`src/rtl/led_pattern_engine.sv`:
```
// ---------------------------------------------------------------------------
// led_pattern_engine
//
// Parametrised LED pattern generator. A prescaler divides clk down to a base
// tick, a runtime speed divider thins the base ticks into pattern steps, and
// the active mode turns its pattern state into the LED drive. Modes:
// OFF, BLINK, COUNT, BOUNCE, RING, FILL, BREATHE (PWM) and a reserved code
// that behaves as OFF. A change on the mode input restarts the pattern
// cleanly from its initial state.
//
// Optional build macro: LED_BRIGHTNESS_EN
//   When defined, a brightness input is added and every LED output is gated
//   with (pwm_cnt < brightness). When undefined, led is the raw pattern.
//
// Ports:
//   clk        in   1         system clock
//   rst        in   1         synchronous active-high reset
//   mode       in   3         pattern select
//   speed      in   2         one pattern step per 2^speed base ticks
//   hold       in   1         1 = freeze pattern state and led
//   brightness in   PWM_BITS  global brightness (LED_BRIGHTNESS_EN only)
//   led        out  NUM_LEDS  registered LED drive
//   step       out  1         one-cycle strobe on the edge the pattern advances
//   dbg_mode   out  3         registered copy of the active mode
//   dbg_pos    out  6         position / count / duty index of active pattern
//
// Handshake: there is no valid/ready traffic; every input is sampled on each
// rising clk edge and every output is a register that changes only on it.
// ---------------------------------------------------------------------------
module led_pattern_engine #(
    parameter int NUM_LEDS  = 8,
    parameter int CLK_FREQ  = 100_000_000,
    parameter int STEP_HZ   = 10,
    parameter int PWM_BITS  = 8,
    parameter int DUTY_STEP = 16
) (
    input  logic                clk,
    input  logic                rst,
    input  logic [2:0]          mode,
    input  logic [1:0]          speed,
    input  logic                hold,
`ifdef LED_BRIGHTNESS_EN
    input  logic [PWM_BITS-1:0] brightness,
`endif
    output logic [NUM_LEDS-1:0] led,
    output logic                step,
    output logic [2:0]          dbg_mode,
    output logic [5:0]          dbg_pos
);

    localparam int STEP_DIV = CLK_FREQ / STEP_HZ;
    localparam int PW       = (STEP_DIV > 1) ? $clog2(STEP_DIV) : 1;
    localparam logic [PW-1:0] PRESC_LAST = PW'(STEP_DIV - 1);

    localparam logic [PWM_BITS-1:0] DUTY_MAX = '1;
    localparam logic [PWM_BITS:0]   DUTY_INC = (PWM_BITS + 1)'(DUTY_STEP);

    localparam logic [5:0] POS_LAST = 6'(NUM_LEDS - 1);
    localparam logic [5:0] FILL_TOP = 6'(NUM_LEDS);

    // Widths used to squeeze count / duty into the 6-bit debug position.
    localparam int CW = (NUM_LEDS < 6) ? NUM_LEDS : 6;
    localparam int DW = (PWM_BITS < 6) ? PWM_BITS : 6;

    typedef enum logic [2:0] {
        M_OFF     = 3'd0,
        M_BLINK   = 3'd1,
        M_COUNT   = 3'd2,
        M_BOUNCE  = 3'd3,
        M_RING    = 3'd4,
        M_FILL    = 3'd5,
        M_BREATHE = 3'd6,
        M_RSVD    = 3'd7
    } mode_t;

    // -----------------------------------------------------------------------
    // Registers
    // -----------------------------------------------------------------------
    mode_t                mode_q;
    logic [PW-1:0]        presc_q;
    logic [2:0]           div_q;
    logic                 blink_q;
    logic [NUM_LEDS-1:0]  cnt_q;
    logic [5:0]           pos_q;     // BOUNCE/RING position, FILL count
    logic                 dir_q;     // 0 = up, 1 = down
    logic [PWM_BITS-1:0]  duty_q;
    logic [PWM_BITS-1:0]  pwm_cnt;

    // -----------------------------------------------------------------------
    // Timing: prescaler, speed divider, restart detection
    // -----------------------------------------------------------------------
    logic       base_tick;
    logic [3:0] modulus;
    logic       div_over;
    logic       div_done;
    logic       restart;
    logic       advance;
    mode_t      mode_n;

    assign base_tick = (presc_q == PRESC_LAST);
    assign modulus   = 4'd1 << speed;
    // A speed change can leave the divider past its new modulus; that value
    // is discarded rather than allowed to produce a step.
    assign div_over  = ({1'b0, div_q} >= modulus);
    assign div_done  = base_tick && !div_over && ({1'b0, div_q} == (modulus - 4'd1));
    assign restart   = (mode_t'(mode) != mode_q);
    assign advance   = div_done && !hold && !restart;
    assign mode_n    = restart ? mode_t'(mode) : mode_q;

    // -----------------------------------------------------------------------
    // Next pattern state
    // -----------------------------------------------------------------------
    logic                blink_n;
    logic [NUM_LEDS-1:0] cnt_n;
    logic [5:0]          pos_n;
    logic                dir_n;
    logic [PWM_BITS-1:0] duty_n;

    always_comb begin
        blink_n = blink_q;
        cnt_n   = cnt_q;
        pos_n   = pos_q;
        dir_n   = dir_q;
        duty_n  = duty_q;
        if (restart) begin
            blink_n = 1'b0;
            cnt_n   = '0;
            pos_n   = '0;
            dir_n   = 1'b0;
            duty_n  = '0;
        end else if (advance) begin
            case (mode_q)
                M_BLINK: blink_n = ~blink_q;
                M_COUNT: cnt_n = cnt_q + 1'b1;
                M_BOUNCE: begin
                    // Direction flips on the step that lands on an end,
                    // so neither end is shown twice.
                    if (!dir_q) begin
                        pos_n = pos_q + 6'd1;
                        if ((pos_q + 6'd1) == POS_LAST) dir_n = 1'b1;
                    end else begin
                        pos_n = pos_q - 6'd1;
                        if (pos_q == 6'd1) dir_n = 1'b0;
                    end
                end
                M_RING: pos_n = (pos_q == POS_LAST) ? 6'd0 : pos_q + 6'd1;
                M_FILL: begin
                    if (!dir_q) begin
                        pos_n = pos_q + 6'd1;
                        if ((pos_q + 6'd1) == FILL_TOP) dir_n = 1'b1;
                    end else begin
                        pos_n = pos_q - 6'd1;
                        if (pos_q == 6'd1) dir_n = 1'b0;
                    end
                end
                M_BREATHE: begin
                    // Saturate at the rails and turn around on that step.
                    if (!dir_q) begin
                        if (({1'b0, duty_q} + DUTY_INC) >= {1'b0, DUTY_MAX}) begin
                            duty_n = DUTY_MAX;
                            dir_n  = 1'b1;
                        end else begin
                            duty_n = duty_q + DUTY_INC[PWM_BITS-1:0];
                        end
                    end else begin
                        if ({1'b0, duty_q} <= DUTY_INC) begin
                            duty_n = '0;
                            dir_n  = 1'b0;
                        end else begin
                            duty_n = duty_q - DUTY_INC[PWM_BITS-1:0];
                        end
                    end
                end
                default: ;
            endcase
        end
    end

    // -----------------------------------------------------------------------
    // Pattern and debug position derived from the next state, so led and
    // dbg_pos change on the same edge as the step strobe.
    // -----------------------------------------------------------------------
    logic [NUM_LEDS-1:0] pat_n;
    logic [5:0]          dbg_pos_n;
    logic                pwm_on;

    assign pwm_on = (pwm_cnt < duty_q);

    always_comb begin
        pat_n     = '0;
        dbg_pos_n = '0;
        case (mode_n)
            M_BLINK: pat_n = {NUM_LEDS{blink_n}};
            M_COUNT: begin
                pat_n     = cnt_n;
                dbg_pos_n = 6'(cnt_n[CW-1:0]);
            end
            M_BOUNCE, M_RING: begin
                for (int i = 0; i < NUM_LEDS; i++) pat_n[i] = (pos_n == 6'(i));
                dbg_pos_n = pos_n;
            end
            M_FILL: begin
                for (int i = 0; i < NUM_LEDS; i++) pat_n[i] = (6'(i) < pos_n);
                dbg_pos_n = pos_n;
            end
            M_BREATHE: begin
                // PWM compare uses the duty held before this edge; on the
                // restart edge the duty is zero so all LEDs start dark.
                pat_n     = restart ? '0 : {NUM_LEDS{pwm_on}};
                dbg_pos_n = 6'(duty_n[PWM_BITS-1 -: DW]) << (6 - DW);
            end
            default: ;
        endcase
    end

    logic [NUM_LEDS-1:0] led_n;
`ifdef LED_BRIGHTNESS_EN
    assign led_n = pat_n & {NUM_LEDS{(pwm_cnt < brightness)}};
`else
    assign led_n = pat_n;
`endif

    // -----------------------------------------------------------------------
    // State registers
    // -----------------------------------------------------------------------
    always_ff @(posedge clk) begin
        if (rst) begin
            mode_q  <= M_OFF;
            presc_q <= '0;
            div_q   <= '0;
            blink_q <= 1'b0;
            cnt_q   <= '0;
            pos_q   <= '0;
            dir_q   <= 1'b0;
            duty_q  <= '0;
            pwm_cnt <= '0;
            led     <= '0;
            step    <= 1'b0;
            dbg_pos <= '0;
        end else begin
            // PWM counter free-runs through hold and restart.
            pwm_cnt <= pwm_cnt + 1'b1;
            mode_q  <= mode_n;

            if (restart) begin
                presc_q <= '0;
                div_q   <= '0;
            end else begin
                presc_q <= base_tick ? '0 : presc_q + 1'b1;
                if (div_over) begin
                    div_q <= '0;
                end else if (base_tick) begin
                    div_q <= div_done ? 3'd0 : div_q + 3'd1;
                end
            end

            step    <= advance;
            blink_q <= blink_n;
            cnt_q   <= cnt_n;
            pos_q   <= pos_n;
            dir_q   <= dir_n;
            duty_q  <= duty_n;
            led     <= led_n;
            dbg_pos <= dbg_pos_n;
        end
    end

    assign dbg_mode = mode_q;

endmodule

```
`config.mk`:
```
export PLATFORM = sky130hd
export DESIGN_NAME = led_pattern_engine
export DESIGN_NICKNAME = d
export VERILOG_FILES = /design/src/rtl/led_pattern_engine.sv
export SDC_FILE = /design/constraint.sdc
export NUM_CORES = 1
export LEC_CHECK = 0
export CAP_MARGIN = 20
export CORE_ASPECT_RATIO = 1.5
export CORE_MARGIN = 2
export CORE_UTILIZATION = 42
export DETAILED_ROUTE_END_ITERATION = 10
export PLACE_DENSITY = 0.6
export SETUP_SLACK_MARGIN = 0.05
export SLEW_MARGIN = 20
export SYNTH_ARGS = -nofsm -noshare
export SYNTH_HDL_FRONTEND = slang
export SYNTH_SLANG_ARGS = --single-unit
```
`constraint.sdc`:
```
create_clock -name clk -period 4.7 [get_ports clk]
set_input_delay 0.94 -clock clk [delete_from_list [all_inputs] [get_ports clk]]
set_output_delay 0.94 -clock clk [all_outputs]
set_load 0.02 [all_outputs]
```
==> flow_summary.yaml, run 1 <==
run_status:
  outcome: "completed"
timing:
  setup_viol: 0
  setup-tns-final_ps: 0
  layout_min_cycle_time_ps: 4322
  finalClockSkew_ps: 6.028
  worst_hold_slack_ps: 459.1
  rsz0062_at_grt: "no"
  finalCritPeriodShare_pct: 91.96
  max_freq_ghz: 0.2314
  finalHoldViolations: 0
  worst_pin_slew_ps: 1012
  maxSlewHeadroom_pct: 31.98
  timing.final.ws_setup_ps: 377.9
  slew_violations: 0
power_and_ir_drop:
  pwr-share-comb_pct: 5.5
  pwr-share-clk_pct: 48.4
  cellLeakagePower_nw: 1.746
  p_seq_share_pct: 46.2
  p_switching_w: 0.0003269
  powerDensity_mw_per_mm2: 276.7
  p_sw_share_pct: 22.71
  peakVddDrop_v: 0.0002469
  power_w: 0.001440
  power.internal_w: 0.001113
cells_and_area:
  multi_input_area_mm2: 0.002786
  mostFrequentLayoutCells: "nor2_1 (81), dfxtp_1 (77), nand2_1 (36), nand3_1 (32), xnor2_1 (29)"
  drive_gt1_share_pct: 7.093
  fin_area_mm2: 0.005204
  regArea_mm2: 0.001541
  nFillCells: 1069
  syn2layout_area_growth_pct: 15.91
  final_common_cell: "nor2_1"
  nets: 605
  antenna_cells: 0
floorplanning:
  fp-row-count: 46
  dieArea_mm2: 0.01155
  pin_count: 26
  core_mm2: 0.01048
  chipWidth_um: 88.42
  die_h_um: 130.6
  start_util_pct: 42.86
setup_path:
  required_ps: 4960
  worstSetupStartpointType: "primary input"
  critPathCaptureType: "register"
  critPathMaxStageDelay_ps: 780
  crit_buf_inv: 1
  cp_slowest_cell: "a2111oi_0"
  crit_type: "in -> reg"
  critPathTopFamily: "compound AO/OA/AOI/OAI gates"
  cpMostUsedCell: "nor2_1"
  path_cells: "clkdlybuf4s50_1, nor2_1, ha_1, nor4_1, a41oi_1, a211o_1, a2111oi_0, nor2_1, or2_2, a21o_1, a31oi_1"
  cp_data_arrival_time_ps: 4580
  crit_fanout: 12
cts:
  clk_transition_reported_paths_ps: 60
  cts_root_buffer: "clkbuf_16"
  cts_buffer_depth: 2
  cts_tree: "yes"
  cts_resized: 0
  post_cts_buffers: 0
  cts-htree-levels: 3
  holdBufCountCts: 0
  cts_sinks: 77
  insertion_delay_ps: 340
  cts_buffers: 9
grt:
  use_met3_pct: 3.580
  groute.layer.met2.usage_pct: 37.64
  top_usage_layer: "met2"
  antenna_found_initial: 0
  grt_pass1_vias: 3951
  gr-total-overflow: 0
  grt_max_degree: 22
  track_usage_pct: 20.46
  grt_use_met1_pct: 20.91
  grt_pass1_wl_mm: 18.41
placement:
  pre_cts_ws_ps: 64.67
  io_buffers: 25
  place_area_mm2: 0.004905
  gp_congestion: 0.8632
  dpl.hpwl_mm: 8.444
route:
  wire_per_inst_um: 15.56
  drt.antenna.violating_nets: 0
  firstDrtPassIters: 4
  vias: 4054
  wl_mm: 11.23
  drc_errors: 0
  vias_per_cell: 5.615
  drt_iter0_markers: 227
synthesis:
  syn_avg_cell_area_um2: 8.133
  yosysWarnings: 0
  synthCells: 552
  ys.flop_type: "dfxtp_1"
  async_reset_ff_share_pct: 0
  synth_edf_count: 0
  yosysSeqAreaShare_pct: 34.34
  synth_top_area_share_pct: 34.34
  netlist_area_mm2: 0.004489
  synth_nets: 583
  synth_top_area_cell: "dfxtp_1"
  synth_cell_type_count: 62
  synth-seq-cells: 77
  ys_top_cells_by_area: "dfxtp_1 (34%), nor2_1 (6.8%), ha_1 (6.4%)"
worst_hold_path:
  min_path_type: "reg -> reg"
flow_run:
  cap_violations: 0
-- sequential cells by signal, indices dropped and copies added (netlist names) --
signal    flops
led           8
dir_q         1
step          1
cnt_q         8
div_q         3
pwm_cnt       8
dbg_mode      3
presc_q      24
duty_q        8
pos_q         6
blink_q       1
dbg_pos       6
-- worst paths after layout --
check                             start               endpoint  slack [ps]  cells past startpoint
hold / removal    pwm_cnt[0]$_SDFF_PP0_  pwm_cnt[0]$_SDFF_PP0_         460                      1
hold reg to reg   pwm_cnt[0]$_SDFF_PP0_  pwm_cnt[0]$_SDFF_PP0_         460                      1
setup reg to reg  presc_q[0]$_SDFF_PP0_      led[4]$_SDFF_PP0_        1070                     10
setup / recovery               speed[1]      led[2]$_SDFF_PP0_         380                     11
-- power groups by stage --
stage                     clock network, W  registers, W  logic (W)
after floorplan                          0      0.000677  0.0000511
final                             0.000697      0.000665  0.0000788
after global routing              0.000731      0.000665  0.0000866
after CTS                         0.000712      0.000664  0.0000790
after global placement                   0      0.000679  0.0000773
after detailed placement                 0      0.000679  0.0000788
-- logic make-up (layout without fill, tap and decap cells) --
| logic type | after synthesis | after routing | synth area share (%) |
|---|---|---|---|
| AO/OA/AOI/OAI | 105 | 105 | 16.11 |
| adder cells (fa/ha/maj) | 23 | 23 | 6.410 |
| XOR/XNOR | 50 | 50 | 9.755 |
| flip-flops | 77 | 77 | 34.34 |
| buffers and inverters | 42 | 68 | 3.595 |
| multiplexers | 5 | 5 | 1.143 |
| AND/OR/NAND/NOR | 250 | 250 | 28.65 |
-- layout make-up --
class                           count  area share [%]
Multi-Input combinational cell    433           53.55
Sequential cell                    77           29.62
Timing Repair Buffer               36           6.396
Clock buffer                       10           4.592
Tap cell                          144           3.462
Inverter                           17           1.226
Clock inverter                      5           1.154
-- layer usage --
metal,share of wire [%],vias to the layer above,routed length (µm)
met5,0,-,0
met4,4.4,0,493
met3,3.3,35,374
met2,53,98,5971
met1,39,1911,4392
li1,-,2010,-
-- per-stage QoR --
stage,instances,util (%)
2_1_floorplan,552,-
5_1_grt,722,49.68
3_5_place_dp,707,46.82
3_3_place_gp,707,46.82
4_1_cts,722,49.68
6_report,722,49.68
-- cell usage after synthesis, types with 4 or more instances --
master,n
nor3b_1,5
ha_1,23
mux2i_1,4
clkbuf_1,20
a31oi_1,8
xnor2_1,29
nand4_1,7
nor3_1,11
and2_1,8
inv_1,17
or2_2,6
nand3_1,32
a21oi_1,28
o21ai_0,18
o311ai_0,4
nor2_1,81
nand2_1,36
nor4_1,8
xor2_1,21
or3_1,4
o22ai_1,4
and3_1,12
dfxtp_1,77
o211ai_1,5
a21o_1,4
nand2b_1,7
nor2b_1,12
No activity file was read; power rests on OpenSTA's default activity.
==> run 2, diff against run 1 <==
==> constraint.sdc (replaced) <==
create_clock -name clk -period 4.7 [get_ports clk]
set_input_delay 0.705 -clock clk [delete_from_list [all_inputs] [get_ports clk]]
set_output_delay 0.705 -clock clk [all_outputs]
set_load 0.02 [all_outputs]
==> run 2 against run 1 <==
  * Flip-flop and latch count stayed put
  * First-iteration DRC count is 22% lower
  * Sequential power hardly changed
  * Clock power is 6.9% higher
  * Final area hardly changed
  * Via count is 2.1% lower
  * Sequential share of layout area hardly changed
  * Utilization hardly changed
  * Final cell count is 0.42% lower
  * Fmax is 5.5% higher
  * Global-route usage is 0.54 points lower
  * Combinational power is 3.0% lower
==> flow_summary.yaml, run 2 (same netlist as run 1, synthesis figures left out) <==
run_status:
  outcome: "completed"
cells_and_area:
  nets: 601
  regArea_mm2: 0.001541
  mostFrequentLayoutCells: "nor2_1 (81), dfxtp_1 (77), nand2_1 (36), nand3_1 (32), xnor2_1 (29)"
  regMostFlops: "presc_q"
  syn2layout_area_growth_pct: 15.83
  nFillCells: 1068
  antenna_cells: 0
  multi_input_area_mm2: 0.002786
  final_common_cell: "nor2_1"
  drive_gt1_share_pct: 6.435
  largest_register_ffs: 24
setup_path:
  crit_fanout: 8
  critPathMaxStageDelay_ps: 590
  crit_type: "in -> reg"
  path_cells: "clkdlybuf4s50_1, nor2_1, ha_1, nor4_1, a41oi_1, a211o_1, buf_4, nor3_1, mux2_2, nor4_4, mux2i_1, a31oi_1"
  required_ps: 4880
  worstSetupStartpointType: "primary input"
  cp_data_arrival_time_ps: 4280
  cp_slowest_cell: "clkdlybuf4s50_1"
  critPathCaptureType: "register"
placement:
  dpl.hpwl_mm: 8.414
  gp_congestion: 0.8858
  io_buffers: 25
power_and_ir_drop:
  peakVddDrop_v: 0.0001842
  cellLeakagePower_nw: 1.740
  powerDensity_mw_per_mm2: 285.8
  power_w: 0.001486
timing:
  finalClockSkew_ps: 7.633
  maxSlewHeadroom_pct: 35.80
  max_freq_ghz: 0.2440
  layout_min_cycle_time_ps: 4098
  finalHoldViolations: 0
  finalCritPeriodShare_pct: 87.19
  slew_violations: 0
  setup-tns-final_ps: 0
  rsz0062_at_grt: "no"
  setup_viol: 0
  worst_pin_slew_ps: 954.9
route:
  wire_per_inst_um: 15.28
  drc_errors: 0
  vias: 3969
  drt.antenna.violating_nets: 0
  vias_per_cell: 5.520
  firstDrtPassIters: 4
  drt_iter0_markers: 176
  wl_mm: 10.99
grt:
  track_usage_pct: 19.92
  gr-total-overflow: 0
  grt_max_degree: 24
  grt_pass1_wl_mm: 17.73
  antenna_found_initial: 0
  top_usage_layer: "met2"
  grt_use_met1_pct: 21.58
  use_met3_pct: 3.518
  groute.layer.met2.usage_pct: 36.49
  grt_pass1_vias: 3757
cts:
  cts_buffers: 9
  insertion_delay_ps: 340
  cts_tree: "yes"
  post_cts_buffers: 0
  cts-htree-levels: 3
  cts_buffer_depth: 2
  cts_resized: 0
  cts_root_buffer: "clkbuf_16"
  cts_sinks: 77
  holdBufCountCts: 0
  clk_transition_reported_paths_ps: 60
floorplanning:
  dieArea_mm2: 0.01155
  chipWidth_um: 88.42
  core_mm2: 0.01048
  fp-row-count: 46
  start_util_pct: 42.86
  die_h_um: 130.6
  pin_count: 26
worst_hold_path:
  min_path_type: "reg -> reg"
flow_run:
  cap_violations: 0
[run 2: worst max-delay path, delay by kind of cell]
family	cells	cell delay, ps
AO/OA/AOI/OAI	3	650
adder cells (fa/ha/maj)	1	300
buffers and inverters	2	790
multiplexers	2	660
AND/OR/NAND/NOR	4	1170
[run 2: final cells by class]
| class | instances | share of cell area (%) |
|---|---|---|
| Multi-Input combinational cell | 433 | 53.59 |
| Sequential cell | 77 | 29.64 |
| Timing Repair Buffer | 32 | 5.823 |
| Clock buffer | 11 | 4.668 |
| Tap cell | 144 | 3.465 |
| Clock inverter | 5 | 1.588 |
| Inverter | 17 | 1.227 |
[run 2: per-layer routing]
layer  wire length (µm)  vias to the layer above  part of all wire, %
met5                  0                        -                    0
met2               5848                       85                   53
met4                398                        0                  3.6
met3                337                       34                  3.1
met1               4404                     1851                   40
li1                   -                     1999                    -
[run 2: final timing paths]
check / startpoint / endpoint / slack [ps] / cells past startpoint
hold reg to reg: presc_q[0]$_SDFF_PP0_ / presc_q[0]$_SDFF_PP0_ / 450 / 1
hold / removal: presc_q[0]$_SDFF_PP0_ / presc_q[0]$_SDFF_PP0_ / 450 / 1
setup reg to reg: presc_q[0]$_SDFF_PP0_ / led[6]$_SDFF_PP0_ / 1150 / 9
setup / recovery: speed[1] / led[3]$_SDFF_PP0_ / 600 / 12
[run 2: stage by stage]
step	hold WS [ps]	worst slack (ps)	cell area (µm²)	utilization (%)	cells
floorplan	420.8	1308	4489	-	552
global placement	436.4	342.1	4875	46.54	703
detailed placement	445.7	254.7	4875	46.54	703
CTS	458.1	620.0	5200	49.64	719
global route	468.9	390.3	5200	49.64	719
finish	453.0	601.9	5200	49.64	719
[run 2: power by group]
part | switching (W) | leakage, nW | total [W] | internal, W
clock | 0.000264 | 0.160 | 0.000745 | 0.000481
combinational | 0.0000462 | 0.958 | 0.0000764 | 0.0000302
sequential | 0.00000724 | 0.622 | 0.000664 | 0.000657
total | 0.000318 | 1.74 | 0.00149 | 0.00117
